$ cat src/rtl/pipe_chain.sv
// In-order pipeline backbone: STAGES slots of payload + dst-reg tag, stage 0 youngest.
// Per-stage stall with bubble insertion, ranged flush, occupancy count and a forwarding lookup.
module pipe_chain #(
  parameter int unsigned DATA_W = 32,
  parameter int unsigned TAG_W  = 5,
  parameter int unsigned STAGES = 5,
  localparam int unsigned CNT_W = $clog2(STAGES + 1)
) (
  input  logic              clk,
  input  logic              rst,
  input  logic              in_valid,
  input  logic [DATA_W-1:0] in_data,
  input  logic [TAG_W-1:0]  in_tag,
  input  logic              in_wr,
  output logic              in_ready,
  input  logic [STAGES-1:0] stall_req,
  input  logic              flush_en,
  input  logic [3:0]        flush_upto,
  output logic              out_valid,
  output logic              out_fire,
  output logic [DATA_W-1:0] out_data,
  output logic [TAG_W-1:0]  out_tag,
  output logic              out_wr,
  input  logic [TAG_W-1:0]  lk_tag,
  output logic              lk_hit,
  output logic [3:0]        lk_stage,
  output logic [DATA_W-1:0] lk_data,
  output logic [CNT_W-1:0]  occupancy
);

  localparam int unsigned LAST     = STAGES - 1;
  localparam logic [3:0]  LAST_IDX = 4'(LAST);

  logic [STAGES-1:0] valid_q, valid_d;
  logic [STAGES-1:0] wr_q, wr_d;
  logic [TAG_W-1:0]  tag_q  [STAGES];
  logic [TAG_W-1:0]  tag_d  [STAGES];
  logic [DATA_W-1:0] data_q [STAGES];
  logic [DATA_W-1:0] data_d [STAGES];

  logic [STAGES-1:0] hold;
  logic [STAGES-1:0] kill;
  logic [3:0]        flush_k;

  always_comb begin
    flush_k = (flush_upto > LAST_IDX) ? LAST_IDX : flush_upto;
  end

  // A stall freezes its own stage and everything younger behind it.
  always_comb begin
    hold = '0;
    kill = '0;
    for (int i = 0; i < int'(STAGES); i++) begin
      hold[i] = |(stall_req >> i);
      kill[i] = flush_en && (4'(i) <= flush_k);
    end
  end

  assign in_ready = ~hold[0] & ~flush_en;

  always_comb begin
    valid_d = valid_q;
    wr_d    = wr_q;
    tag_d   = tag_q;
    data_d  = data_q;

    if (kill[0]) begin
      valid_d[0] = 1'b0;
      wr_d[0]    = 1'b0;
    end else if (!hold[0]) begin
      valid_d[0] = in_valid;
      wr_d[0]    = in_valid & in_wr;
      tag_d[0]   = in_tag;
      data_d[0]  = in_data;
    end

    for (int i = 1; i < int'(STAGES); i++) begin
      if (kill[i]) begin
        valid_d[i] = 1'b0;
        wr_d[i]    = 1'b0;
      end else if (!hold[i]) begin
        // A held or flushed predecessor leaves a bubble behind the advancing stage.
        if (hold[i-1] || kill[i-1]) begin
          valid_d[i] = 1'b0;
          wr_d[i]    = 1'b0;
        end else begin
          valid_d[i] = valid_q[i-1];
          wr_d[i]    = wr_q[i-1];
          tag_d[i]   = tag_q[i-1];
          data_d[i]  = data_q[i-1];
        end
      end
    end
  end

  always_ff @(posedge clk or posedge rst) begin
    if (rst) begin
      valid_q <= '0;
      wr_q    <= '0;
      for (int i = 0; i < int'(STAGES); i++) begin
        tag_q[i]  <= '0;
        data_q[i] <= '0;
      end
    end else begin
      valid_q <= valid_d;
      wr_q    <= wr_d;
      for (int i = 0; i < int'(STAGES); i++) begin
        tag_q[i]  <= tag_d[i];
        data_q[i] <= data_d[i];
      end
    end
  end

  always_comb begin
    out_valid = valid_q[LAST];
    out_fire  = valid_q[LAST] & ~stall_req[LAST];
    out_data  = data_q[LAST];
    out_tag   = tag_q[LAST];
    out_wr    = wr_q[LAST];
  end

  // Scan oldest to youngest so the youngest matching stage overrides.
  always_comb begin
    lk_hit   = 1'b0;
    lk_stage = '0;
    lk_data  = '0;
    for (int i = int'(STAGES) - 1; i >= 0; i--) begin
      if (valid_q[i] && wr_q[i] && (tag_q[i] == lk_tag) && (lk_tag != '0)) begin
        lk_hit   = 1'b1;
        lk_stage = 4'(i);
        lk_data  = data_q[i];
      end
    end
  end

  always_comb begin
    occupancy = '0;
    for (int i = 0; i < int'(STAGES); i++) begin
      occupancy = occupancy + CNT_W'(valid_q[i]);
    end
  end

endmodule

$ cat config.mk
export PLATFORM = sky130hd
export DESIGN_NAME = pipe_chain
export DESIGN_NICKNAME = d
export VERILOG_FILES = /design/src/rtl/pipe_chain.sv
export SDC_FILE = /design/constraint.sdc
export NUM_CORES = 1
export LEC_CHECK = 0
export BUFFER_PORTS_ARGS = -buffer_cell sky130_fd_sc_hd__buf_4
export CAP_MARGIN = 20
export CORE_MARGIN = 2
export CORE_UTILIZATION = 62
export DETAILED_ROUTE_END_ITERATION = 10
export PLACE_DENSITY = 0.86
export SLEW_MARGIN = 15
export SYNTH_ARGS = -nofsm -noshare
export SYNTH_HDL_FRONTEND = slang
export SYNTH_SLANG_ARGS = --single-unit
$ cat constraint.sdc
create_clock -name clk -period 9.55 [get_ports clk]
set_clock_uncertainty 0.2 [all_clocks]
set_input_delay 0.4775 -clock clk [delete_from_list [all_inputs] [get_ports clk]]
set_output_delay 0.4775 -clock clk [all_outputs]
set_load 0.01 [all_outputs]
==> results of run 1 <==
[synth_stat cells (all sizes together), types with 2 or more instances]
cell / number
a211o: 32
a21oi: 36
a22o: 35
a32o: 4
buf: 57
clkbuf: 33
dfrtp: 195
fa: 2
mux2: 148
nand2: 153
nand2b: 4
nand3: 38
nand4: 3
nor2: 10
nor2b: 3
nor3: 5
nor4: 3
o21ai: 2
or4: 4
xnor2: 25
[placed cells by master, fill, tap and decap left out, types with 4 or more instances in the layout]
cell type,n
a21oi_1,36
mux2_2,148
xnor2_1,25
clkbuf_16,17
a22o_1,35
clkinvlp_4,5
nand3_1,38
a32o_1,4
buf_4,143
dfrtp_1,195
nand2_1,152
nor2_1,7
a211o_1,32
[cell families after synthesis]
logic type,synth area share
flops,0.5315
xor+xnor,0.02385
buf+inv,0.05996
fa+ha+maj,0.005724
simple gates,0.1063
mux,0.1815
other cells,0.0004084
compound gates,0.09076
[power groups by stage]
| stage | Clock, mW | Combinational [mW] | Sequential, mW |
|---|---|---|---|
| after detailed placement | 0 | 0.161 | 0.978 |
| after global placement | 0 | 0.154 | 0.974 |
| after CTS | 0.720 | 0.163 | 0.965 |
| after floorplan | 0 | 0.123 | 0.957 |
| after global routing | 0.757 | 0.177 | 0.976 |
| final | 0.720 | 0.160 | 0.966 |
[sequential cells by signal (all words and copies together) (netlist names)]
name and cells:
tag_q 20, wr_q 5, data_q 128, valid_q 5, out_data 32, out_tag 5
[final cells by class]
type | instances | share of cell area
Sequential cell | 195 | 0.4604
Multi-Input combinational cell | 513 | 0.3592
Tap cell | 184 | 0.02172
Clock inverter | 12 | 0.01228
Timing Repair Buffer | 143 | 0.1013
Clock buffer | 20 | 0.04403
Inverter | 1 | 0.001062
[per-stage QoR]
stage	utilization	total power, mW
CTS	0.7320	1.847
global placement	0.6908	1.128
detailed placement	0.6908	1.139
floorplan	-	1.079
finish	0.7320	1.846
global route	0.7320	1.910
[routing by layer]
layer  routed length (um)  track usage  share of wire  up-vias
li1                     -            -              -     2900
met2                10200       0.4286           0.48      267
met1                 9198       0.3806           0.43     3287
met4                  323      0.09412          0.015        0
met3                 1433      0.06754          0.068       27
met5                    0            0              0        -
[path summary, 6_finish.rpt]
check,from,slack [ns],end,cells after the start
worst max-delay path,tag_q[20],5.17,lk_data[19],8
worst min-delay path,rst,-0.02,data_q[99],2
worst min register to register,data_q[90],0.29,data_q[58],2
worst max register to register,data_q[103],8.52,data_q[71],1
max in group asynchronous,rst,7.72,data_q[150],3
min in group clk,flush_en,0.07,wr_q[0],2
==> flow_summary.toml, run 1 <==
[clock_tree]
htreeDepth = 4
cts.sinks = 195
clk_path_buf_depth = 2
cts_tree = "yes"
root_buffer = "clkbuf_16"
cts_setup_buffers = 0
postCtsResizedCells = 0
clk-insertion-delay-late_ns = 0.43
cts.clk_slew.worst_paths_ns = 0.06
cts_buffers = 17
cts_hold_buf = 0

[global_routing]
grt_max_degree = 123
grt_pass1_wl_um = 34240
track_usage = 0.2742
antenna_found_initial = 0
overflow = 0
grt_pass1_vias = 6531

[logic_synthesis]
synth-edff-count = 0
synth_area_per_cell_um2 = 11.49
synthCells = 799
ys_warn_count = 0
async_reset_ff_frac = 1.000
netlist.area_leader.share = 0.5315
synth_fp_nets = 858
yosysUniqueCellTypes = 34
synth_area_mm2 = 0.009181
yosys_register_bits = 195
yosysSeqAreaShare = 0.5315
ys.flop_type = "dfrtp_1"
yosysTopAreaCell = "dfrtp_1"
synth_top_cells_by_area = "dfrtp_1, mux2_2, nand2_1"

[pwr]
seq_power_share = 0.523
p_per_area_mw_per_mm2 = 174.2
power_leakage_nw = 5.471
clockPowerShare = 0.390
vdd_drop_max_mv = 0.1339
combPwrFrac = 0.087
switchingPower_uw = 446.9
p_int_mw = 1.399
switching_share = 0.2421

[routing]
ant_nets = 0
drc = 0
num_vias = 6481
viasPerCell = 6.068
first_pass_iters = 5
avgRoutedWirePerCell_um = 19.81
wl_um = 21150
drt-initial-drc-count = 523

[worst_setup_path]
cp_data_required_time_ns = 8.87
crit_path_end_kind = "primary output"
cp.arrival_ns = 3.71
critPathTopFamily = "simple AND/OR/NAND/NOR gates"
cpMostUsedCell = "buf_4"
cpPeakStageDelay_ns = 0.75
cp_cell_sequence = "xnor2_1, nand4_1, nor3_4, buf_4, nand2b_2, and3b_2, a211o_1, buf_4"
slowest_stage = "nand2b_2"
crit_path_max_fanout = 36
start_kind = "register"
criticalPathCategory = "reg -> out"
crit_buf_inv = 2

[finish]
final_area_mm2 = 0.01060
nNetsFinal = 930
seq_area_mm2 = 0.004880
nFillCells = 978
drive_gt1_frac = 0.3812
multiInputGateArea_mm2 = 0.003807
fin_cells = 1068
area_growth_pct = 15.44
n_antenna_cell = 0

[floorplanning]
core-area_mm2 = 0.01448
row_count = 44
die_w_um = 125.7
ios = 137
die_h_um = 125.7
start_util = 0.6341
dieArea_mm2 = 0.01580

[min_path]
min_path_type = "in -> async"

[sta]
timing.final.hold_violations = 4
min_period_over_period = 0.4591
fmax_ghz = 0.2281
fin_crit_ns = 4.384
worstMarginPinSlew_ns = 1.088
setup_viol = 0
setup_ws_ns = 5.166
maxSlewViolCount = 0
setup_tns_ns = 0
rsz0062_at_grt = "no"
relSlewSlack = 0.2728
holdWs_ns = -0.02077

[job]
drv_cap = 0

[run_status]
run_status = "finished, violations left"
failed_checks = "negative hold slack"

[placement]
place_congestion = 0.8972
place_area_mm2 = 0.01000
placed_cells = 1036
dp_hpwl_um = 12860
post-place-ws_ns = 5.193
portBuffers = 135
No activity file was read; power rests on OpenSTA's default activity.
==> run 2, diff against run 1 <==
CORE_UTILIZATION = 57   (was 62)
PLACE_DENSITY = 0.8   (was 0.86)
clock period = 4.37 ns   (was 9.55 ns; I/O delays follow)
==> run 2 against run 1 <==
Against the previous run:
- the run now ends clean
- non-clock buffer count is 49 higher
- power is 120% higher
- via count is 1.9% higher
- sequential power is 120% higher
- final cell count is 7.5% higher
- critical path type unchanged
==> flow_summary.toml, run 2 (synthesis results as in run 1) <==
[run_status]
run_status = "completed"

[worst_setup_path]
start_kind = "register"
crit_path_end_kind = "primary output"
criticalPathCategory = "reg -> out"
crit_path_max_fanout = 36
crit_start = "tag_q[22]"
r2r-start = "wr_q[0]"
cp_data_required_time_ns = 3.95
cp.arrival_ns = 3.14

[placement]
post-place-ws_ns = 1.042
portBuffers = 135
dp_hpwl_um = 13040
place_congestion = 0.8013
placed_cells = 1073

[global_routing]
grtUsageMet3 = 0.04397
globalRouteMet1Util = 0.3645
busiest_layer = "met2"
overflow = 0
grtUsageMet2 = 0.4427
grt_pass1_vias = 6768
antenna_found_initial = 0
grt_pass1_wl_um = 34980
track_usage = 0.2685
grt_max_degree = 69

[min_path]
min_path_type = "in -> reg"
min_from = "stall_req[2]"

[clock_tree]
cts_buffers = 17
cts_setup_buffers = 0
cts_tree = "yes"
cts.clk_slew.worst_paths_ns = 0.07
clk_path_buf_depth = 2
htreeDepth = 4
clk-insertion-delay-late_ns = 0.43
root_buffer = "clkbuf_16"
cts.sinks = 195

[finish]
multiInputGateArea_mm2 = 0.003807
drive_gt1_frac = 0.3659
layout_common_cells = "dfrtp_1, nand2_1, mux2_2"
area_growth_pct = 21.46
fin_cells = 1148
postLayoutCoreUtil = 0.7046
largest_register_ffs = 128
mostFrequentLayoutCell = "dfrtp_1"
n_antenna_cell = 0
max_flop_register = "data_q"
nNetsFinal = 979
nFillCells = 1112
seq_area_mm2 = 0.004880

[routing]
avgRoutedWirePerCell_um = 19.03
drt-initial-drc-count = 409
ant_nets = 0
drc = 0
viasPerCell = 5.750
num_vias = 6601
first_pass_iters = 5
wl_um = 21840

[pwr]
vdd_drop_max_mv = 0.2748
p_per_area_mw_per_mm2 = 365.4
power.total_mw = 4.075
power_leakage_nw = 5.691

[sta]
relSlewSlack = 0.3008
setup_ws_ns = 0.8140
setup_viol = 0
timing.final.hold_violations = 0
min_period_over_period = 0.8137
worstMarginPinSlew_ns = 1.045
maxSlewViolCount = 0
fmax_ghz = 0.2812
fin_crit_ns = 3.556
setup_tns_ns = 0
rsz0062_at_grt = "no"

[floorplanning]
dieArea_mm2 = 0.01714
row_count = 46
ios = 137
die_h_um = 130.9
core-area_mm2 = 0.01583
start_util = 0.5801
die_w_um = 130.9

[job]
drv_cap = 0
-- run 2: changes by cell type in the layout (fill, tap and decap cells not counted) --
cell           before  now
clkbuf_1            0    1
clkinvlp_4          5    4
inv_8               1    0
dlygate4sd3_1       0   43
clkbuf_8            3    1
clkinv_2            3    2
bufinv_16           2    3
buf_4             143  146
buf_12              0    3
clkinv_4            1    3
-- run 2: metal layers --
metal	vias to the layer above	wire, um
li1	2997	-
met1	3328	9502
met2	242	10820
met3	34	1124
met4	0	391
met5	-	0
-- run 2: power breakdown --
part	total (mW)	switching [mW]	leakage (nW)	internal, mW
logic	0.388	0.158	2.75	0.230
registers	2.11	0.136	2.66	1.97
clock network	1.58	0.667	0.285	0.915
total	4.08	0.961	5.69	3.11
-- run 2: final cells by class --
type                    instances  area share
clock buffers                  19     0.03972
clock inverters                12     0.01414
inverters                       1   0.0006732
multi-input cells             513      0.3414
flip-flops and latches        195      0.4376
well taps                     216     0.02423
repair buffers                192      0.1423
-- run 2: what timing repair did --
action                                 4_1_cts  5_1_grt
hold buffers                                43        0
gates resized for setup                      0        0
endpoints found under the hold margin       86        0
-- run 2: metrics by stage --
| stage | hold WS, ns | cell area (um2) |
|---|---|---|
| floorplan | 0.08164 | 9185 |
| global placement | 0.2491 | 10100 |
| detailed placement | 0.2513 | 10100 |
| CTS | 0.05617 | 11130 |
| global route | 0.06398 | 11150 |
| finish | 0.06569 | 11150 |
-- run 2: worst max-delay path, stage by stage (launching register included) --
cell and delay [ns]:
dfrtp_1 0.42, xnor2_1 0.19, nand4_1 0.20, nor3_4 0.16, buf_4 0.45, nand2b_2 0.22, and3b_2 0.48, a211o_1 0.41
buf_4 0.16
-- run 2: final timing paths --
kind / end / slack (ns) / cells after the start
worst min register to register: data_q[55] / 0.29 / 2
worst max-delay path: lk_data[17] / 0.81 / 8
max in group asynchronous: data_q[144] / 2.89 / 5
min in group asynchronous: tag_q[21] / 0.14 / 3
worst max register to register: wr_q[0] / 2.96 / 3
worst min-delay path: valid_q[2] / 0.07 / 3
==> run 3, diff against run 2 <==
ABC_AREA = 1   (was default)
CORE_UTILIZATION = 58   (was 57)
clock period = 3.5 ns   (was 4.37 ns; I/O delays follow)
==> run 3 against run 2 <==
Against the previous run:
- non-clock buffer count up 37
- power rose by 56%
- largest cell class unchanged
- area after synthesis grew 7.9%
- combinational power rose to 3.2 times the previous value
- critical path type is now in -> reg
- via count rose by 38%
- highest routed layer unchanged
- final area rose by 8.6%
- wire length rose by 27%
- final cell count is 47% higher
- global-route usage rose by 4.0 points
==> flow_summary.toml, run 3 <==
[pwr]
switching_share = 0.3065
combPwrFrac = 0.194
seq_power_share = 0.505
p_int_mw = 4.407
vdd_drop_max_mv = 0.3851
switchingPower_mw = 1.948
clockPowerShare = 0.301
p_per_area_mw_per_mm2 = 524.6
power_leakage_nw = 6.378

[logic_synthesis]
yosysTopAreaCell = "dfrtp_1"
ys_warn_count = 0
synthAdderAreaFrac = 0.005305
ys.flop_type = "dfrtp_1"
synth_area_per_cell_um2 = 7.562
synth_compound_area_frac = 0.1206
synth_area_mm2 = 0.009906
yosys_register_bits = 195
synth_fp_nets = 1369
synthCells = 1310
yosysSeqAreaShare = 0.4926
synth-edff-count = 0
netlist.area_leader.share = 0.4926
synth_top_family_by_area = "simple AND/OR/NAND/NOR gates"
synthMuxAreaShare = 0.007958
synth-simple-area-share = 0.2599
yosysUniqueCellTypes = 34
synth-xor-area-share = 0.002653
async_reset_ff_frac = 1.000
ys_top_cells_by_count = "nand2_1, dfrtp_1, inv_1, nor2_1, o21ai_0"
synth_top_cells_by_area = "dfrtp_1, nand2_1, o21ai_0"
post-synth-top-count-cell = "nand2_1"

[clock_tree]
clk-insertion-delay-late_ns = 0.44
root_buffer = "clkbuf_16"
cts_buffers = 17
htreeDepth = 4
cts_tree = "yes"
clk_path_buf_depth = 2
postCtsResizedCells = 0
cts.clk_slew.worst_paths_ns = 0.07
cts.sinks = 195

[worst_setup_path]
criticalPathCategory = "in -> reg"
start_kind = "input port"
cp_data_required_time_ns = 3.67
cp.arrival_ns = 3.50
crit_path_end_kind = "register"
rrSetupSlack_ns = 2.00
crit_path_max_fanout = 17

[min_path]
min_path_type = "in -> reg"

[floorplanning]
die_w_um = 134.7
die_h_um = 134.7
dieArea_mm2 = 0.01814
row_count = 47
ios = 137
start_util = 0.5952
core-area_mm2 = 0.01664

[routing]
num_vias = 9125
first_pass_iters = 6
drt-initial-drc-count = 879
drc = 0
viasPerCell = 5.412
ant_nets = 0
avgRoutedWirePerCell_um = 16.42
wl_um = 27690

[finish]
max_flop_register = "data_q"
largest_register_ffs = 128
final_area_mm2 = 0.01211
area_growth_pct = 22.29
drive_gt1_frac = 0.1548
nNetsFinal = 1512
layout_common_cells = "nand2_1, dfrtp_1, buf_4"
mostFrequentLayoutCell = "nand2_1"
n_antenna_cell = 0

[global_routing]
antenna_found_initial = 0
grt_pass1_vias = 8774
track_usage = 0.3086
grt_max_degree = 52
grt_pass1_wl_um = 43990
overflow = 0

[sta]
relSlewSlack = 0.3640
holdWs_ns = 0.02149
fmax_ghz = 0.3006
min_period_over_period = 0.9503
maxSlewViolCount = 0
timing.final.hold_violations = 0
fin_crit_ns = 3.326
setup_viol = 0
rsz0062_at_grt = "no"
worstMarginPinSlew_ns = 0.9506
setup_tns_ns = 0

[placement]
place_congestion = 0.8685
place_area_mm2 = 0.01082
dp_hpwl_um = 16470
portBuffers = 135

[job]
drv_cap = 0

[run_status]
run_status = "completed"
## run 3: area by class of cell
type | count | area (um2)
sequential | 195 | 4880
fill | 1273 | 4528
multi-input combinational | 883 | 3963
timing repair buffer | 229 | 1942
inverter | 127 | 480.5
clock buffer | 21 | 470.5
tap | 220 | 275.3
clock inverter | 11 | 103.9
## run 3: timing repair
item / in CTS / in global routing
hold endpoints to repair: 90 / 0
hold buffers: 69 / 0
setup endpoints to repair: 0 / 6
buffers inserted: 0 / 2
## run 3: kinds of logic after synthesis
| logic type | after synthesis |
|---|---|
| xor+xnor | 3 |
| flops | 195 |
| fa+ha+maj | 3 |
| buf+inv | 233 |
| mux | 7 |
| other cells | 1 |
| compound gates | 230 |
| simple gates | 638 |
## run 3: path summary, 6_finish.rpt
path	end	startpoint	cells after the start
setup / recovery	data_q[137]	stall_req[3]	12
hold / removal	data_q[71]	stall_req[2]	5
setup reg to reg	valid_q[0]	valid_q[0]	3
hold reg to reg	data_q[97]	data_q[129]	2
max in group asynchronous	data_q[118]	rst	4
min in group asynchronous	data_q[132]	rst	3
## run 3: worst max-delay path, stage by stage
cell	delay [ns]
dlygate4sd3_1	0.57
buf_4	0.15
nor2_2	0.16
inv_2	0.05
or2_4	0.27
nor2_8	0.27
nand2_2	0.23
nor2_8	0.32
nand2_1	0.10
dlygate4sd3_1	0.58
o21ai_0	0.07
dlygate4sd3_1	0.55
## run 3: per-stage QoR
step | power [mW] | setup WS [ns] | instances | utilization
2_1_floorplan | 4.008 | 0.6066 | 1310 | -
3_3_place_gp | 4.301 | 0.8291 | 1582 | 0.6503
3_5_place_dp | 4.363 | 0.8100 | 1582 | 0.6503
4_1_cts | 6.341 | 0.2670 | 1683 | 0.7263
5_1_grt | 6.681 | 0.01996 | 1686 | 0.7279
6_report | 6.355 | 0.1738 | 1686 | 0.7279
## run 3: power by group through the flow
| stage | sequential (mW) | clock, mW | combinational [mW] |
|---|---|---|---|
| 2_1_floorplan | 3.11 | 0 | 0.895 |
| 3_3_place_gp | 3.21 | 0 | 1.09 |
| 3_5_place_dp | 3.23 | 0 | 1.13 |
| 4_1_cts | 3.20 | 1.92 | 1.22 |
| 5_1_grt | 3.28 | 2.01 | 1.40 |
| 6_report | 3.21 | 1.92 | 1.23 |
## run 3: layer usage
layer,global-route usage,share of wire
met5,0,0
met1,0.4107,0.41
met2,0.5155,0.49
met4,0.1006,0.022
met3,0.05518,0.076
